$ cat src/rtl/kb_pkg.sv
// Shared constants for the keypad input FIFO: status word bit positions
// and the port-select encoding used by the CPU read port.
package kb_pkg;

   // Bit positions inside the status word returned on the status port.
   localparam int unsigned ST_NEMPTY = 0;
   localparam int unsigned ST_FULL   = 1;
   localparam int unsigned ST_OVF    = 2;

   // Values of port_id.
   localparam logic PORT_STATUS = 1'b0;
   localparam logic PORT_DATA   = 1'b1;

endpackage : kb_pkg

$ cat src/rtl/sync_edge.sv
// Synchroniser chain for an asynchronous level input, followed by a
// rising-edge detector. The pulse is one cycle wide per low-to-high
// transition seen at the end of the chain.
//   clk     : clock
//   reset   : synchronous, active-high reset
//   async_i : asynchronous level input
//   rise_c  : combinational one-cycle pulse on a synchronised rising edge
module sync_edge #(
   parameter int unsigned STAGES = 2
) (
   input  logic clk,
   input  logic reset,
   input  logic async_i,
   output logic rise_c
);

   logic [STAGES-1:0] sync_q;
   logic [STAGES-1:0] sync_d;
   logic              prev_q;

   // Shift the raw input into the bottom of the chain.
   always_comb begin
      sync_d = {sync_q[STAGES-2:0], async_i};
   end

   // prev clears on reset, so a level already high at release is a new edge.
   always_ff @(posedge clk) begin
      if (reset) begin
         sync_q <= '0;
         prev_q <= 1'b0;
      end else begin
         sync_q <= sync_d;
         prev_q <= sync_q[STAGES-1];
      end
   end

   assign rise_c = sync_q[STAGES-1] & ~prev_q;

endmodule : sync_edge

$ cat src/rtl/kb_input_fifo.sv
// Keypad input port: synchronises the key strobe, pushes the key code into
// a DEPTH-entry FIFO on every press, and exposes a two-address CPU read
// port (status / data). Reading the data port pops the head entry;
// reading the status port clears the sticky overflow flag.
//   clk       : clock
//   reset     : synchronous, active-high reset
//   kb_data   : key code, stable while kb_strobe is high
//   kb_strobe : asynchronous key-press level
//   port_id   : 1 = data port, 0 = status port
//   port_read : single-cycle read strobe for the selected port
//   data_out  : combinational read mux (head entry or status word)
//   irq       : registered, high while the FIFO holds data
//   count     : registered number of occupied entries
module kb_input_fifo
   import kb_pkg::*;
#(
   parameter int unsigned DATA_W      = 4,
   parameter int unsigned DEPTH       = 8,
   parameter int unsigned SYNC_STAGES = 2
) (
   input  logic                       clk,
   input  logic                       reset,
   input  logic [DATA_W-1:0]          kb_data,
   input  logic                       kb_strobe,
   input  logic                       port_id,
   input  logic                       port_read,
   output logic [DATA_W-1:0]          data_out,
   output logic                       irq,
   output logic [$clog2(DEPTH):0]     count
);

   localparam int unsigned PTR_W = $clog2(DEPTH);
   localparam int unsigned CNT_W = PTR_W + 1;

   logic [DATA_W-1:0] mem_q [DEPTH];
   logic [PTR_W-1:0]  wr_ptr_q, wr_ptr_d;
   logic [PTR_W-1:0]  rd_ptr_q, rd_ptr_d;
   logic [CNT_W-1:0]  count_q,  count_d;
   logic              ovf_q,    ovf_d;
   logic              irq_q,    irq_d;

   logic push_req_c;
   logic pop_c;
   logic push_c;
   logic not_empty_c;
   logic full_c;
   logic [DATA_W-1:0] data_out_c;

   sync_edge #(
      .STAGES (SYNC_STAGES)
   ) u_strobe_sync (
      .clk     (clk),
      .reset   (reset),
      .async_i (kb_strobe),
      .rise_c  (push_req_c)
   );

   // Push/pop qualification and next-state for pointers, count and flags.
   always_comb begin
      not_empty_c = (count_q != '0);
      full_c      = (count_q == CNT_W'(DEPTH));
      pop_c       = port_read & (port_id == PORT_DATA) & not_empty_c;
      // A full FIFO still accepts a push when a pop frees a slot that cycle.
      push_c      = push_req_c & (~full_c | pop_c);

      wr_ptr_d = wr_ptr_q;
      rd_ptr_d = rd_ptr_q;
      if (push_c) wr_ptr_d = wr_ptr_q + PTR_W'(1);
      if (pop_c)  rd_ptr_d = rd_ptr_q + PTR_W'(1);

      count_d = count_q + CNT_W'(push_c) - CNT_W'(pop_c);
      irq_d   = (count_d != '0);

      // Setting takes priority over the status-read clear.
      ovf_d = ovf_q;
      if (port_read && (port_id == PORT_STATUS)) ovf_d = 1'b0;
      if (push_req_c && !push_c)                 ovf_d = 1'b1;
   end

   always_ff @(posedge clk) begin
      if (reset) begin
         wr_ptr_q <= '0;
         rd_ptr_q <= '0;
         count_q  <= '0;
         ovf_q    <= 1'b0;
         irq_q    <= 1'b0;
      end else begin
         wr_ptr_q <= wr_ptr_d;
         rd_ptr_q <= rd_ptr_d;
         count_q  <= count_d;
         ovf_q    <= ovf_d;
         irq_q    <= irq_d;
      end
   end

   // Storage needs no reset; occupancy is tracked by the pointers and count.
   always_ff @(posedge clk) begin
      if (!reset && push_c) mem_q[wr_ptr_q] <= kb_data;
   end

   // Read mux: head entry (0 when empty) or the status word.
   always_comb begin
      data_out_c = '0;
      if (port_id == PORT_DATA) begin
         if (not_empty_c) data_out_c = mem_q[rd_ptr_q];
      end else begin
         data_out_c[ST_NEMPTY] = not_empty_c;
         data_out_c[ST_FULL]   = full_c;
         data_out_c[ST_OVF]    = ovf_q;
      end
   end

   assign data_out = data_out_c;
   assign irq      = irq_q;
   assign count    = count_q;

endmodule : kb_input_fifo

$ cat config.mk
export PLATFORM = sky130hd
export DESIGN_NAME = kb_input_fifo
export DESIGN_NICKNAME = d
export VERILOG_FILES = /design/src/rtl/kb_pkg.sv /design/src/rtl/sync_edge.sv /design/src/rtl/kb_input_fifo.sv
export SDC_FILE = /design/constraint.sdc
export NUM_CORES = 1
export LEC_CHECK = 0
export ABC_AREA = 1
export CORE_MARGIN = 10
export CORE_UTILIZATION = 50
export CTS_CLUSTER_DIAMETER = 200
export DETAILED_ROUTE_END_ITERATION = 10
export DONT_BUFFER_PORTS = 1
export GPL_TIMING_DRIVEN = 0
export SLEW_MARGIN = 5
export SYNTH_ARGS = -nofsm -noshare
export SYNTH_HDL_FRONTEND = slang
export SYNTH_SLANG_ARGS = --single-unit
export TNS_END_PERCENT = 1
$ cat constraint.sdc
create_clock -name clk -period 6.5 [get_ports clk]
set_clock_uncertainty 0.15 [all_clocks]
set_input_delay 0.65 -clock clk [delete_from_list [all_inputs] [get_ports clk]]
set_output_delay 0.65 -clock clk [all_outputs]
set_load 0.05 [all_outputs]
# After elaboration in Yosys (flattened, before gate mapping)
# Memory sizes are Yosys's and may differ from the RTL's. A register that Yosys moved wholly into a read port is not among the register bits.
# Cells that the tools add are included.
[totals] inputBits=9 output_inout_bits=9 mem_count=1 wordCells=38 regBits=15 ramBits=32
[memory_table] memory="mem_q" words=8 width=4 rd=1 rd_clocked_by_memory_dff=1 wr=1 line="kb_input_fifo.sv:35" text="logic [DATA_W-1:0] mem_q [DEPTH];"
[classes] reduce_logical=8 n_bitwise=8 add_sub_neg=4 n_eq_ne=1 mux=9
[op_table] operator="$mux W3" n=3
[op_table] operator="$reduce_bool A4 Y1" n=2
[op_table] operator="$add A3 B1 Y3 const B" n=2
[op_table] operator="$mux W1" n=5
[op_table] operator="$add A4 B1 Y4" n=1
[op_table] operator="$and A1 B1 Y1" n=4
[op_table] operator="$eq A4 B4 Y1 const B" n=1
[op_table] operator="$mux W4" n=1
[op_table] operator="$sub A4 B1 Y4" n=1
[op_table] operator="$logic_and A1 B1 Y1" n=3
[op_table] operator="$not A1 Y1" n=3
[op_table] operator="$logic_not A1 Y1" n=2
[op_table] operator="$reduce_bool A2 Y1" n=1
[op_table] operator="$or A1 B1 Y1" n=1

# Depth between registers and ports, before layout
# Gate-level depths: netlist of run 1.
[depth] word_depth=7 mapped_depth=15 mapped_depth_nobuf=15

# Modules after synthesis
# From an unflattened synthesis of run 1, not the netlist that was laid out.
[unflattened] hier_cells=225 hier_area_um2=2245.9
[by_module_without_submodules] mod="kb_input_fifo" area_each_um2=2159.6 cells_per_inst=215 n_inst=1 seq_area_each_um2=1261.2
[by_module_without_submodules] mod="sync_edge" area_each_um2=86.3 cells_per_inst=10 n_inst=1 seq_area_each_um2=60.1

# Worst setup path after synthesis of run 1
# Ideal clock, no wire load.
[synth_timing] kind="register -> output" from="register count_q[2] (netlist: count[2])" to="output port data_out[3]" t_required_ns=5.700 slack_ns=3.742 path_buffers=0 t_arrival_ns=1.958 stages_incl_launch_ff=6 path_cell_list="dfxtp_1 > inv_1 > ha_1 > a21oi_1 > nand2_1 > nor2_1"
[synth_via] elab_chain_cells=3
[synth_rtl] element="from (decl)" line="kb_input_fifo.sv:38" text="logic [CNT_W-1:0] count_q, count_d;"
[synth_rtl] element="from (signal assigned)" line="kb_input_fifo.sv:90" text="count_q <= count_d;"
[synth_rtl] element="$reduce_bool A4 Y1" line="kb_input_fifo.sv:60" text="not_empty_c = (count_q != '0);"
[synth_rtl] element="$mux W4" line="kb_input_fifo.sv:105" text="if (not_empty_c) data_out_c = mem_q[rd_ptr_q];"
[synth_rtl] element="$mux W1" line="kb_input_fifo.sv:104" text="if (port_id == PORT_DATA) begin"
[synth_rtl] element="to (decl)" line="kb_input_fifo.sv:27" text="output logic [DATA_W-1:0] data_out,"
# No other way between the ends.

# Final worst setup path of run 1
# Same ends and word-level chain as after synthesis.

==> impl.org, run 1 <==
** Place
- Routability-driven placement finished with a final weighted congestion of 0.872.
- In this run the cell area measured after placement is 2340 sq um.
- Buffers placed on the I/O ports in this run total 0.
- Number of instances in the placed design :: 279
- The wire-length estimate of the detail-placed layout is 3310 microns.

** Synth
- Counting every instance in the synthesized netlist gives 227.
- Sequential element share of the synthesized area :: 0.581
- Of the total synthesized cell area, the portion taken by full adders, half adders and majority gates is 0.0473.
- In this run the mean area of a mapped cell was 10.0 sq um.
- Share of the synthesized area in compound gates (AO/OA/AOI/OAI) :: 0.0391
- For this run, the number of Yosys warnings is 0.
- In this run, synthesis produced a sequential element count of 50.
- Syn Std Cell Area :: 2270 sq um
- Post-Syn Nets :: 244
- Of the total synthesized cell area, the portion taken by XOR and XNOR cells is 0.0116.
- Area share of and/or/nand/nor cells after synthesis :: 0.267
- The synthesized netlist contains 27 unique library cells.
- After synthesis, the share of cell area in mux cells is 0.
- After synthesis, the largest family of logic cells by area is simple AND/OR/NAND/NOR gates.

** Clocking
- Buffers inserted during clock tree synthesis total 5.
- The clock passes through at most 2 buffers.
- The number of gates resized after CTS was 0.
- The cell sitting at the root of the clock tree is a sky130_fd_sc_hd__clkbuf_8.
- Clock latency of the later-clocked register in the worst-skew pair :: 300 ps
- After clock tree synthesis, the flow added hold-fix buffers numbering 0.
- In this run the post-CTS setup repair buffer count came out at 0.
- H-tree levels :: 2
- TritonCTS clock tree :: done
- The tree built by TritonCTS fans out to 50 sinks.
- Register clock-pin slew on the reported worst setup and hold paths :: 80 ps

** Worst setup path
- Traced cell by cell, the critical path runs through inv_1 > ha_1 > a21oi_1 > nand2_1 > nor2_1.
- For this run, the slowest stage of the critical path takes 690 ps.
- Grouping stages by cell kind, the critical path spends the most delay in simple AND/OR/NAND/NOR gates.
- Crit path capture type :: primary output
- Data on the critical path is required at its endpoint by 5700 ps.
- STA puts the critical path data arrival time at 2460 ps.
- Startpoint class of the critical path :: flop
- The slowest stage of the critical path belongs to the cell sky130_fd_sc_hd__nor2_1.
- Crit Path Class :: flop to primary output
- Worst-path fanout max :: 3
- Counting both buffers and inverters, the worst setup path holds a total of 1.

** Route
- Wl on met1 :: 2130 microns
- Via count :: 1514
- In this run the remaining antenna-violating nets after routing total 0.
- Dividing the detail-routed wire length by the instance count gives 15.4 microns.
- The first detailed-routing pass ran for 6 iterations.
- After detailed routing, the total wire length is 4420 microns.
- Drc violations :: 0
- Vias/cell :: 5.29
- Met2 routed WL :: 2050 microns
- In the detailed route, the total length drawn on met3 is 177 microns.
- After the first detailed-routing iteration, the DRC count stood at 59.
- Highest metal layer with signal wires :: met4

** Die
- Floorplan die area :: 7650 sq um
- After floorplanning, the core was sized to cover 4380 sq um.
- FP Rows :: 24
- Starting utilization of the core area :: 0.519
- Die Wd :: 87.5 microns
- I/O pins :: 18
- In this run the vertical extent of the chip is 87.5 microns.

** Cells and area
- The repair_antennas step left the layout with diodes totalling 0.
- After routing the design area is 2420 sq um.
- Synth-to-layout area growth :: 6.33%
- Leaving out filler cells and counting taps, the final layout contains 286.
- Most common library cell in the layout ignoring fill and taps :: sky130_fd_sc_hd__nand2_1
- Leading cell types in the layout, fill and taps excluded :: sky130_fd_sc_hd__nand2_1, sky130_fd_sc_hd__edfxtp_1, sky130_fd_sc_hd__nor2_1, sky130_fd_sc_hd__nand3_1, sky130_fd_sc_hd__inv_1
- Of the cells placed in the final design, the portion with a size suffix greater than 1 is 0.141.
- Number of nets in the final layout :: 251

** Power and ir drop
- Reported leakage power :: 0.951 nW
- Areal power density over the cells :: 331 nW/um^2
- Worst IR drop on VDD :: 138 uV
- After layout, the design draws a total of 0.801 mW.

** STA
- Of the available clock period, the critical path in the final layout requires 0.502.
- Final Max Slew Viols :: 0
- Tightest hold margin :: 261 ps
- Final min period :: 3260 ps
- For the final routed database, the setup TNS stands at 0 ps.
- Setup repair after global routing left no endpoint under its margin.
- For the pin with the worst max-slew slack, the measured transition is 893 ps.
- Based on the critical path, the design can be clocked at up to 306 MHz.
- Final hold vios :: 0
- Finish-stage setup viols :: 0
- Headroom to the max-slew limit :: 0.402

** Global route
- Maximum number of pins on one net before global-route repair :: 15
- Total grt overflow :: 0
- The first global-routing pass estimated 7210 microns of wire.
- Number of global-route vias before repair :: 1478
- Across every metal layer, demand over resource in global routing totals 0.122.
- The initial antenna violation count is 0.

** Flow run
- Across the run, the number of max-cap violations was 0.

** Outcome
- The flow ran to the end, and the final reports show no timing, DRC or antenna violations.

** Hold path
- Type of the worst min-delay path :: flop to flop
[final timing paths]
check	start	end	slack (ps)	cells after the start
worst max-delay path	count[2]$_SDFF_PP0_	data_out[3]	3240	5
worst min-delay path	u_strobe_sync.sync_q[0]$_SDFF_PP0_	u_strobe_sync.sync_q[1]$_SDFF_PP0_	260	2
worst max register to register	count[2]$_SDFF_PP0_	irq$_SDFF_PP0_	3550	15
worst min register to register	u_strobe_sync.sync_q[0]$_SDFF_PP0_	u_strobe_sync.sync_q[1]$_SDFF_PP0_	260	2
[kinds of logic after synthesis]
family	count (synthesis)
simple gates	122
compound gates	17
flops	50
fa+ha+maj	8
xor+xnor	3
buf+inv	27
[where the power goes]
group	internal, mW	switching (mW)
combinational	0.0681	0.152
sequential	0.356	0.0572
clock	0.0724	0.0953
[worst reg2reg max path: stages, from the launching register on]
cell,delay [ps]
sky130_fd_sc_hd__dfxtp_1,650
sky130_fd_sc_hd__inv_1,170
sky130_fd_sc_hd__ha_1,280
sky130_fd_sc_hd__nand2_4,120
sky130_fd_sc_hd__nand2_8,80
sky130_fd_sc_hd__nand2_4,110
sky130_fd_sc_hd__nand2_4,70
sky130_fd_sc_hd__inv_4,90
sky130_fd_sc_hd__nand2_1,60
sky130_fd_sc_hd__nand2_1,60
sky130_fd_sc_hd__ha_1,150
sky130_fd_sc_hd__inv_1,60
sky130_fd_sc_hd__fa_1,390
sky130_fd_sc_hd__xor2_1,170
sky130_fd_sc_hd__nor2_1,70
sky130_fd_sc_hd__nand3b_1,170
[area by class of cell]
type	count	area (sq um)
buffer	5	36.3
clock buffer	5	68.8
clock inverter	2	10.0
fill	382	1970
inverter	22	87.6
multi-input combinational	150	830
sequential	50	1320
tap	52	65.1
[stage by stage]
step / setup WS, ps / utilization
2_1_floorplan: 3740 / -
3_3_place_gp: 3560 / 0.534
3_5_place_dp: 3540 / 0.534
4_1_cts: 3200 / 0.552
5_1_grt: 3140 / 0.552
6_report: 3240 / 0.552
[Yosys cell counts (all sizes together)]
| master | n | area (sq um) |
|---|---|---|
| a21oi | 10 | 53.8 |
| buf | 5 | 36.3 |
| dfxtp | 18 | 360 |
| edfxtp | 32 | 961 |
| fa | 1 | 20.0 |
| ha | 7 | 87.6 |
| inv | 22 | 87.6 |
| nand2 | 60 | 277 |
| nand3 | 23 | 128 |
| nand3b | 3 | 22.5 |
| nand4 | 1 | 6.26 |
| nor2 | 34 | 161 |
| nor3b | 1 | 12.5 |
| o21ai | 7 | 35.0 |
| xor2 | 3 | 26.3 |
[state kept, by name (all words and copies together) (netlist names), named ones only]
name / cells
count: 4
irq: 1
mem_q: 32
ovf_q: 1
rd_ptr_q: 3
u_strobe_sync.prev_q: 1
u_strobe_sync.sync_q: 2
wr_ptr_q: 3
[routing by layer]
metal  vias up  GRT usage
li1        755          -
met2        31      0.185
met4         0     0.0435
met5         -          0
met3         6     0.0346
met1       722      0.161
(Power assumes the default switching activity.)
==> run 2, diff against run 1 <==
--- a/config.mk
+++ b/config.mk
@@ -12,6 +12,7 @@
 export DETAILED_ROUTE_END_ITERATION = 10
 export DONT_BUFFER_PORTS = 1
 export GPL_TIMING_DRIVEN = 0
+export PLACE_DENSITY = 0.68
 export SLEW_MARGIN = 5
 export SYNTH_ARGS = -nofsm -noshare
 export SYNTH_HDL_FRONTEND = slang
==> constraint.sdc (replaced) <==
create_clock -name clk -period 2.63 [get_ports clk]
set_clock_uncertainty 0.15 [all_clocks]
set_input_delay 0.263 -clock clk [delete_from_list [all_inputs] [get_ports clk]]
set_output_delay 0.263 -clock clk [all_outputs]
set_load 0.05 [all_outputs]
==> run 2 against run 1 <==
Combinational power grew to 2.9 times the previous value. Die area did not move. Total power grew to 2.7 times the previous value. Critical path type is now flop to flop. Largest cell class unchanged. Highest routed layer unchanged.
==> impl.org, run 2 (synthesis gave the netlist of run 1 again) <==
** Clocking
- TritonCTS built the clock tree.
- The depth of the CTS H-tree is 2 (unchanged).
- The register clock-pin slew on the reported worst setup and hold paths came to 90 ps (about the same).
- The number of clock sinks came to 50 (unchanged).
- The maximum buffer depth of the clock tree was 2 (unchanged).
- The total CTS buffers was 5 (unchanged).
- Root Buffer Master :: sky130_fd_sc_hd__clkbuf_8
- Clock latency of the later-clocked register in the worst-skew pair :: 300 ps (about the same)

** Route
- Via count :: 1542 (+1.8%)
- Drc violations :: 0 (unchanged)
- The routed wirelength normalized by instance count was 15.1 microns (-2.2%).
- The average vias per placed instance is 5.19 (-1.9%).
- Detailed-route wire length :: 4490 microns (+1.6%)
- The number of optimization iterations in the first detailed-route pass was 4 (-2).
- Routed Antenna Nets :: 0 (unchanged)
- Number of DRC markers in iteration 0 :: 104 (+76%)

** Worst setup path
- Grouping stages by cell kind, the critical path spends the most delay in simple AND/OR/NAND/NOR gates.
- Crit path capture type :: flop
- STA classifies the critical path startpoint as a flop.
- WP data required :: 2720 ps (-2980 ps)
- Traced cell by cell, the critical path runs through inv_4 > ha_1 > nor3b_4 > nand2_8 > nand2_4 > inv_6 > nand2_1 > nand2_1 > ha_2 > inv_1 > fa_1 > nor2_1 > nor2_1 > nand3b_1.
- Worst-path fanout max :: 4 (+1)
- The buffer and inverter count on the worst path is 3 (+2).
- The endpoint arrival time on the critical path is 2560 ps (+100 ps).
- The worst setup path is of the flop to flop kind.
- Highest-delay cell along the critical path :: sky130_fd_sc_hd__dfxtp_4
- Largest stage delay on the critical path :: 420 ps (-270 ps)

** Global route
- The via count of the first global-routing pass is 1425 (-3.6%).
- The initial antenna violation count came to 0 (unchanged).
- Wire length of the first global-routing pass :: 7230 microns (+0.29%)
- Total grt overflow :: 0 (unchanged)
- Maximum number of pins on one net before global-route repair :: 16 (+1)
- Global routing usage summed across all routing layers :: 0.123 (+0.00174)

** STA
- The number of hold-slack violations in the final timing report was 0 (unchanged).
- Maximum clock rate :: 405 MHz
- The max-slew violation count was 0 (unchanged).
- Setup TNS :: 0 ps (unchanged)
- Finish-stage setup viols :: 0 (unchanged)
- Headroom to the max-slew limit :: 0.626 (+0.224)
- The final worst slack was 161 ps (-3070 ps).
- Final min period :: 2470 ps
- Actual transition at the worst max-transition pin :: 561 ps (-333 ps)
- Share of the clock period used by the worst path after layout :: 0.939
- Tightest hold margin :: 92.7 ps (-169 ps)

** Power and ir drop
- The switching share of power came to 0.376 (-0.00453).
- Design internal power :: 1.34 mW (+170%)
- The peak supply drop came to 641 uV (+360%).
- The proportion of power drawn by flip-flops and latches is 0.486 (-0.030).
- Share of power burned in the clock network :: 0.216 (+0.007)
- The net switching component of the power came to 0.805 mW (+160%).
- Areal power density over the cells :: 830 nW/um^2 (+150%)
- The portion of total power attributed to combinational logic was 0.299 (+0.024).
- Reported leakage power :: 1.00 nW (+5.3%)
- The total design power came to 2.14 mW (+170%).

** Cells and area
- Leading cell types in the layout, fill and taps excluded :: sky130_fd_sc_hd__nand2_1, sky130_fd_sc_hd__edfxtp_1, sky130_fd_sc_hd__nor2_1, sky130_fd_sc_hd__nand3_1, sky130_fd_sc_hd__inv_1
- Register ranked first by flip-flop count :: mem_q
- Proportion of layout cells with a drive suffix above 1 :: 0.192 (+0.0508)
- The count of antenna diodes in the layout was 0 (unchanged).
- The flip-flop count of the largest register, all copies and words added was 32 (unchanged).
- Final Instance Area :: 2580 sq um (+6.7%)
- Most common library cell in the layout ignoring fill and taps :: sky130_fd_sc_hd__nand2_1
- From synthesis to final layout, the design area changed by 13.5%.
- The final layout net count was 261 (+4.0%).

** Outcome
- Status :: finished clean

** Place
- Final weighted congestion in routability-driven placement :: 0.781 (-10%)
- The count of buffers inserted at the top-level ports is 0 (unchanged).
- The minimum setup slack after placement was -187 ps (-3730 ps).
- The placed wire-length estimate after detailed placement is 3210 microns (-2.8%).
- The cell area after placement came to 2340 sq um (about the same).

** Die
- The overall die area was 7650 sq um (unchanged).
- The starting density of the core came to 0.519 (unchanged).
- The number of ports placed on the die boundary came to 18 (unchanged).
- The core area is 4380 sq um (unchanged).
- The floorplan row count is 24 (unchanged).
- Die Wd :: 87.5 microns (unchanged)
- Vertical die dimension :: 87.5 microns (unchanged)

** Flow run
- The count of max-cap constraint violations is 0 (unchanged).

** Hold path
- Type of the worst min-delay path :: primary input to flop
-- run 2: cell types whose count changed in the layout (fill, tap and decap cells not counted), moves of 2 or more --
cell	previous run	this run
sky130_fd_sc_hd__buf_4	2	5
sky130_fd_sc_hd__dfxtp_1	18	14
sky130_fd_sc_hd__dfxtp_4	0	4
sky130_fd_sc_hd__dlygate4sd3_1	0	7
sky130_fd_sc_hd__ha_1	7	5
sky130_fd_sc_hd__inv_1	19	17
sky130_fd_sc_hd__nor2_1	26	24
sky130_fd_sc_hd__nor2_2	7	9
-- run 2: what timing repair did --
action | CTS | global route
setup endpoints to repair | 4 | 3
hold endpoints to repair | 37 | 0
gates resized for setup | 6 | 12
buffers inserted | 0 | 3
hold buffers | 7 | 0
pin swaps | 0 | 2
-- run 2: worst reg2reg max path: cells and delay by family, from the launching register on --
kind	cells	cell delay [ps]
adders and majority gates	3	740
buffers and inverters	3	200
DFF	1	420
and+or+nand+nor	8	900
-- run 2: layer usage --
layer  part of all wire  up-vias  routed length [microns]  global-route usage
met3              0.049        7                      218              0.0365
met4              0.014        0                       62              0.0435
met2               0.50       23                     2240               0.196
met1               0.44      733                     1970               0.155
met5                  0        -                        0                   0
li1                   -      779                        -                   -
-- run 2: power groups by stage --
stage	combinational (mW)	sequential, mW	clock, mW
finish	0.640	1.04	0.462
global route	0.715	1.05	0.507
CTS	0.566	1.03	0.475
detailed placement	0.546	1.04	0
global placement	0.536	1.04	0
floorplan	0.458	1.03	0
-- run 2: final timing paths --
| path | from | to | slack (ps) | depth (start not counted) |
|---|---|---|---|---|
| setup / recovery | count[2]$_SDFF_PP0_ | irq$_SDFF_PP0_ | 160 | 14 |
| hold / removal | port_id | ovf_q$_SDFFE_PP0P_ | 90 | 4 |
| setup reg to reg | count[2]$_SDFF_PP0_ | irq$_SDFF_PP0_ | 160 | 14 |
| hold reg to reg | u_strobe_sync.sync_q[0]$_SDFF_PP0_ | u_strobe_sync.sync_q[1]$_SDFF_PP0_ | 250 | 2 |
-- run 2: layout make-up --
cell class | instances | area [sq um]
Inverter | 22 | 92.6
Tap cell | 52 | 65.1
Timing Repair Buffer | 10 | 92.6
Buffer | 5 | 36.3
Fill cell | 366 | 1800
Sequential cell | 50 | 1340
Multi-Input combinational cell | 150 | 865
Clock inverter | 2 | 11.3
Clock buffer | 6 | 82.6
-- run 2: per-stage QoR --
step                utilization  instances
finish                    0.589        297
global route              0.589        297
CTS                       0.574        294
detailed placement        0.534        279
global placement          0.534        279
floorplan                     -        227
==> run 3, diff against run 2 <==
--- a/config.mk
+++ b/config.mk
@@ -16,5 +16,6 @@
 export SLEW_MARGIN = 5
 export SYNTH_ARGS = -nofsm -noshare
 export SYNTH_HDL_FRONTEND = slang
+export SYNTH_HIERARCHICAL = 1
 export SYNTH_SLANG_ARGS = --single-unit
 export TNS_END_PERCENT = 1
==> run 3 against run 2 <==
Worst setup slack lost 19 ps. Register-to-register slack got worse by 20 ps. Wire length down 0.71%. Utilization decreased by 0.14 points. Clock power increased by 36%. Sequential power hardly changed. Area after synthesis is 1.3% lower. Synthesized cell count fell by 0.88%. Via count shrank 2.1%. Critical path type unchanged. Largest cell class unchanged. Largest power group unchanged. Highest routed layer unchanged.
==> impl.org, run 3 <==
** Die
- Starting utilization of the core area :: 0.516 (-0.00303)
- Floorplan die area :: 7570 sq um (-0.98%)
- Core outline area :: 4350 sq um (-0.68%)
- The die extent in x came to 87.0 microns (-0.49%).
- The floorplan die height is 87.0 microns (-0.49%).
- I/O pins :: 18 (unchanged)
- FP Rows :: 24 (unchanged)

** Global route
- Number of global-route vias before repair :: 1461 (+2.5%)
- The initial antenna violation count came to 0 (unchanged).
- Global routing usage summed across all routing layers :: 0.123 (-0.000347)
- The total global routing overflow was 0 (unchanged).
- Maximum number of pins on one net before global-route repair :: 16 (unchanged)
- Wire length of the first global-routing pass :: 7170 microns (-0.86%)

** Clocking
- Clock latency of the later-clocked register in the worst-skew pair :: 300 ps (about the same)
- TritonCTS built the clock tree.
- Register clock-pin slew on the reported worst setup and hold paths :: 90 ps (about the same)
- Maximum count of clock buffers along a single path :: 2 (unchanged)
- Number of buffers added by the clock tree synthesis step :: 5 (unchanged)
- Clock Sink Count :: 50 (unchanged)
- The tree is rooted in a sky130_fd_sc_hd__clkbuf_8.
- H-tree levels :: 2 (unchanged)

** Synth
- The biggest area contributor in the post-synthesis netlist is sky130_fd_sc_hd__edfxtp_1.
- The cell area after synthesis was 2250 sq um (-1.3%).
- The count of mapped cells out of synthesis came to 225 (-0.88%).
- Main area contributors after synthesis :: sky130_fd_sc_hd__edfxtp_1, sky130_fd_sc_hd__dfxtp_1, sky130_fd_sc_hd__nand2_1
- EDFF count, synth :: 32 (unchanged)
- Leading post-synthesis cells by instance count :: sky130_fd_sc_hd__nand2_1, sky130_fd_sc_hd__edfxtp_1, sky130_fd_sc_hd__nor2_1, sky130_fd_sc_hd__nand3_1, sky130_fd_sc_hd__inv_1
- The share of the yosys chip area belonging to registers was 0.588 (+0.00744).
- sky130_fd_sc_hd__nand2_1 is the most common cell in the netlist.
- #FFs+latches synth :: 50 (unchanged)
- Async S/R FF share, synth :: 0 (unchanged)
- Yosys cell types :: 26 (-3.7%)
- Area share of the leading cell type in the synthesized netlist :: 0.428 (+0.00541)
- The post-synth net total is 242 (-0.82%).
- Flip-flop cell with the highest count after synthesis :: sky130_fd_sc_hd__edfxtp_1
- Per-instance average area after synthesis :: 9.98 sq um (-0.39%)
- Count of synthesis-stage warnings from yosys :: 6 (+6)

** Route
- Vias/cell :: 5.12 (-1.5%)
- The initial detailed-routing violation count came to 122 (+17%).
- The routed wirelength normalized by instance count came to 15.1 microns (about the same).
- The via count of the routed design is 1509 (-2.1%).
- Routed Antenna Nets :: 0 (unchanged)
- First-pass iteration count of the detailed router :: 4 (unchanged)
- The overall routed net length came to 4460 microns (-0.71%).
- The number of design rule violations left after detail routing was 0 (unchanged).

** STA
- Share of the clock period used by the worst path after layout :: 0.946 (+0.00727)
- The max-slew violation count came to 0 (unchanged).
- Headroom to the max-slew limit :: 0.628 (+0.00236)
- Final min period :: 2490 ps (+19.1 ps)
- The final worst slack came to 142 ps (-19.1 ps).
- The number of hold-slack violations in the final timing report was 0 (unchanged).
- Maximum clock rate :: 402 MHz (-0.77%)
- The number of setup violations in the final report was 0 (unchanged).
- Actual transition at the worst max-transition pin :: 557 ps (-3.54 ps)
- Setup TNS :: 0 ps (unchanged)

** Cells and area
- The library cell used most frequently in the layout, excluding fill and tap cells, is sky130_fd_sc_hd__nand2_1.
- Register ranked first by flip-flop count :: mem_q
- Leading cell types in the layout, fill and taps excluded :: sky130_fd_sc_hd__nand2_1, sky130_fd_sc_hd__edfxtp_1, sky130_fd_sc_hd__nor2_1, sky130_fd_sc_hd__nand3_1, sky130_fd_sc_hd__inv_1
- Filler cells :: 365 (-0.27%)
- Number of nets in the final layout :: 258 (-1.1%)
- Synth-to-layout area growth :: 13.9%
- The finished layout cell area was 2560 sq um (-0.92%).
- The flip-flop count of the largest register, all copies and words added came to 32 (unchanged).
- Proportion of layout cells with a drive suffix above 1 :: 0.178 (-0.0142)

** Worst setup path
- The maximum fanout count along the critical path was 3 (-1).
- The endpoint arrival time on the critical path came to 2540 ps (-20 ps).
- The setup path with the least slack is of type flop to flop.
- Depth of the worst register-to-register path :: 12 (-2)
- Reg-to-reg startpoint :: count[2]$_SDFF_PP0_
- Series of cell instances along the critical path :: inv_4 > ha_1 > nor3b_4 > nand2_4 > nand2_4 > xor2_1 > ha_2 > inv_1 > fa_1 > xor2_1 > nor2_1 > nand3b_1
- Critical R2R Capture :: irq$_SDFF_PP0_
- The buffer and inverter count on the worst path came to 2 (-1).
- The critical path required time came to 2680 ps (-40 ps).
- Highest-delay cell along the critical path :: sky130_fd_sc_hd__dfxtp_4
- The slack of the worst reg-to-reg path is 140 ps (-20 ps).
- Startpoint class of the critical path :: flop
- Top cell family by delay on the critical path :: adder cells
- STA classifies the critical path endpoint as a flop.
- Largest stage delay on the critical path :: 420 ps (about the same)

** Power and ir drop
- The power per cell area was 887 nW/um^2 (+6.9%).
- The static leakage was 1.00 nW (-0.17%).
- The peak supply drop is 527 uV (-18%).

** Flow run
- The count of max-cap constraint violations was 0 (unchanged).

** Hold path
- In this run the worst hold path is classified as primary input to flop.
- The worst hold path terminates at wr_ptr_q[2]$_SDFFE_PP0P_.
- The worst hold path begins at reset.
- The hold path depth was 2 (-2).

** Outcome
- The run finished with clean final reports.

** Place
- The placed wire-length estimate after detailed placement is 3080 microns (-4.1%).
- Setup WS pre-CTS :: -90.8 ps (+95.9 ps)
- Port Buffer Count :: 0 (unchanged)
- Final weighted congestion in routability-driven placement :: 0.842 (+7.8%)
- Placement Cell Area :: 2310 sq um (-1.2%)
run 3: metal layers:
| layer | routed length, microns | share of wire | global-route usage | vias to the layer above |
|---|---|---|---|---|
| li1 | - | - | - | 769 |
| met1 | 1980 | 0.44 | 0.146 | 699 |
| met2 | 2160 | 0.49 | 0.198 | 34 |
| met3 | 239 | 0.054 | 0.0384 | 7 |
| met4 | 74 | 0.017 | 0.0574 | 0 |
| met5 | 0 | 0 | 0 | - |
run 3: how the worst max path moves through the flow:
stage	start	end	slack, ps	depth (start not counted)
6_report	count[2]$_SDFF_PP0_	irq$_SDFF_PP0_	140	12
5_1_grt	count[2]$_SDFF_PP0_	irq$_SDFF_PP0_	-20	12
4_1_cts	count[3]$_SDFF_PP0_	irq$_SDFF_PP0_	-70	11
3_5_place_dp	count[1]$_SDFF_PP0_	irq$_SDFF_PP0_	-90	12
3_3_place_gp	count[1]$_SDFF_PP0_	irq$_SDFF_PP0_	-70	12
2_1_floorplan	count[1]$_SDFF_PP0_	irq$_SDFF_PP0_	110	12
run 3: cells by family after synthesis:
kind of cell,Yosys count,synth area share
simple gates,120,0.256
flops,50,0.588
buf+inv,28,0.0568
compound gates,15,0.0351
fa+ha+maj,8,0.0479
xor+xnor,4,0.0156
run 3: repair_timing:
item | CTS | global route
hold buffers | 7 | 0
pin swaps | 0 | 3
setup buffers | 0 | 2
setup endpoints to repair | 2 | 3
endpoints found under the hold margin | 36 | 0
gates resized for setup | 2 | 8
cloned | 0 | 0
run 3: report_power, final:
part / total, mW / switching, mW / leakage, nW / internal, mW
clock network: 0.628 / 0.252 / 0.0658 / 0.376
logic: 0.600 / 0.398 / 0.497 / 0.202
registers: 1.04 / 0.151 / 0.437 / 0.889
total: 2.27 / 0.802 / 1.00 / 1.47
run 3: worst reg2reg max path: cells and delay by family, from the launching register on:
family	cells	cell delay (ps)
xor gates and xnor gates	2	310
DFF	1	420
and+or+nand+nor	5	670
adders and majority gates	3	710
buffers and inverters	2	130
run 3: stage by stage:
stage,utilization,hold WS (ps),std cells,power (mW)
finish,0.587,80.8,295,2.27
global route,0.587,76.0,294,2.38
CTS,0.579,70.7,292,2.24
detailed placement,0.531,187,277,1.60
global placement,0.531,186,277,1.59
floorplan,-,184,225,1.50
run 3: layout make-up:
type,instances,area (sq um),area share
Antenna cell,1,2.50,0.000978
Buffer,5,36.3,0.0142
Clock buffer,5,68.8,0.0269
Clock inverter,3,63.8,0.0250
Inverter,23,93.8,0.0367
Multi-Input combinational cell,147,811,0.317
Sequential cell,50,1330,0.521
Tap cell,52,65.1,0.0254
Timing Repair Buffer,9,85.1,0.0333
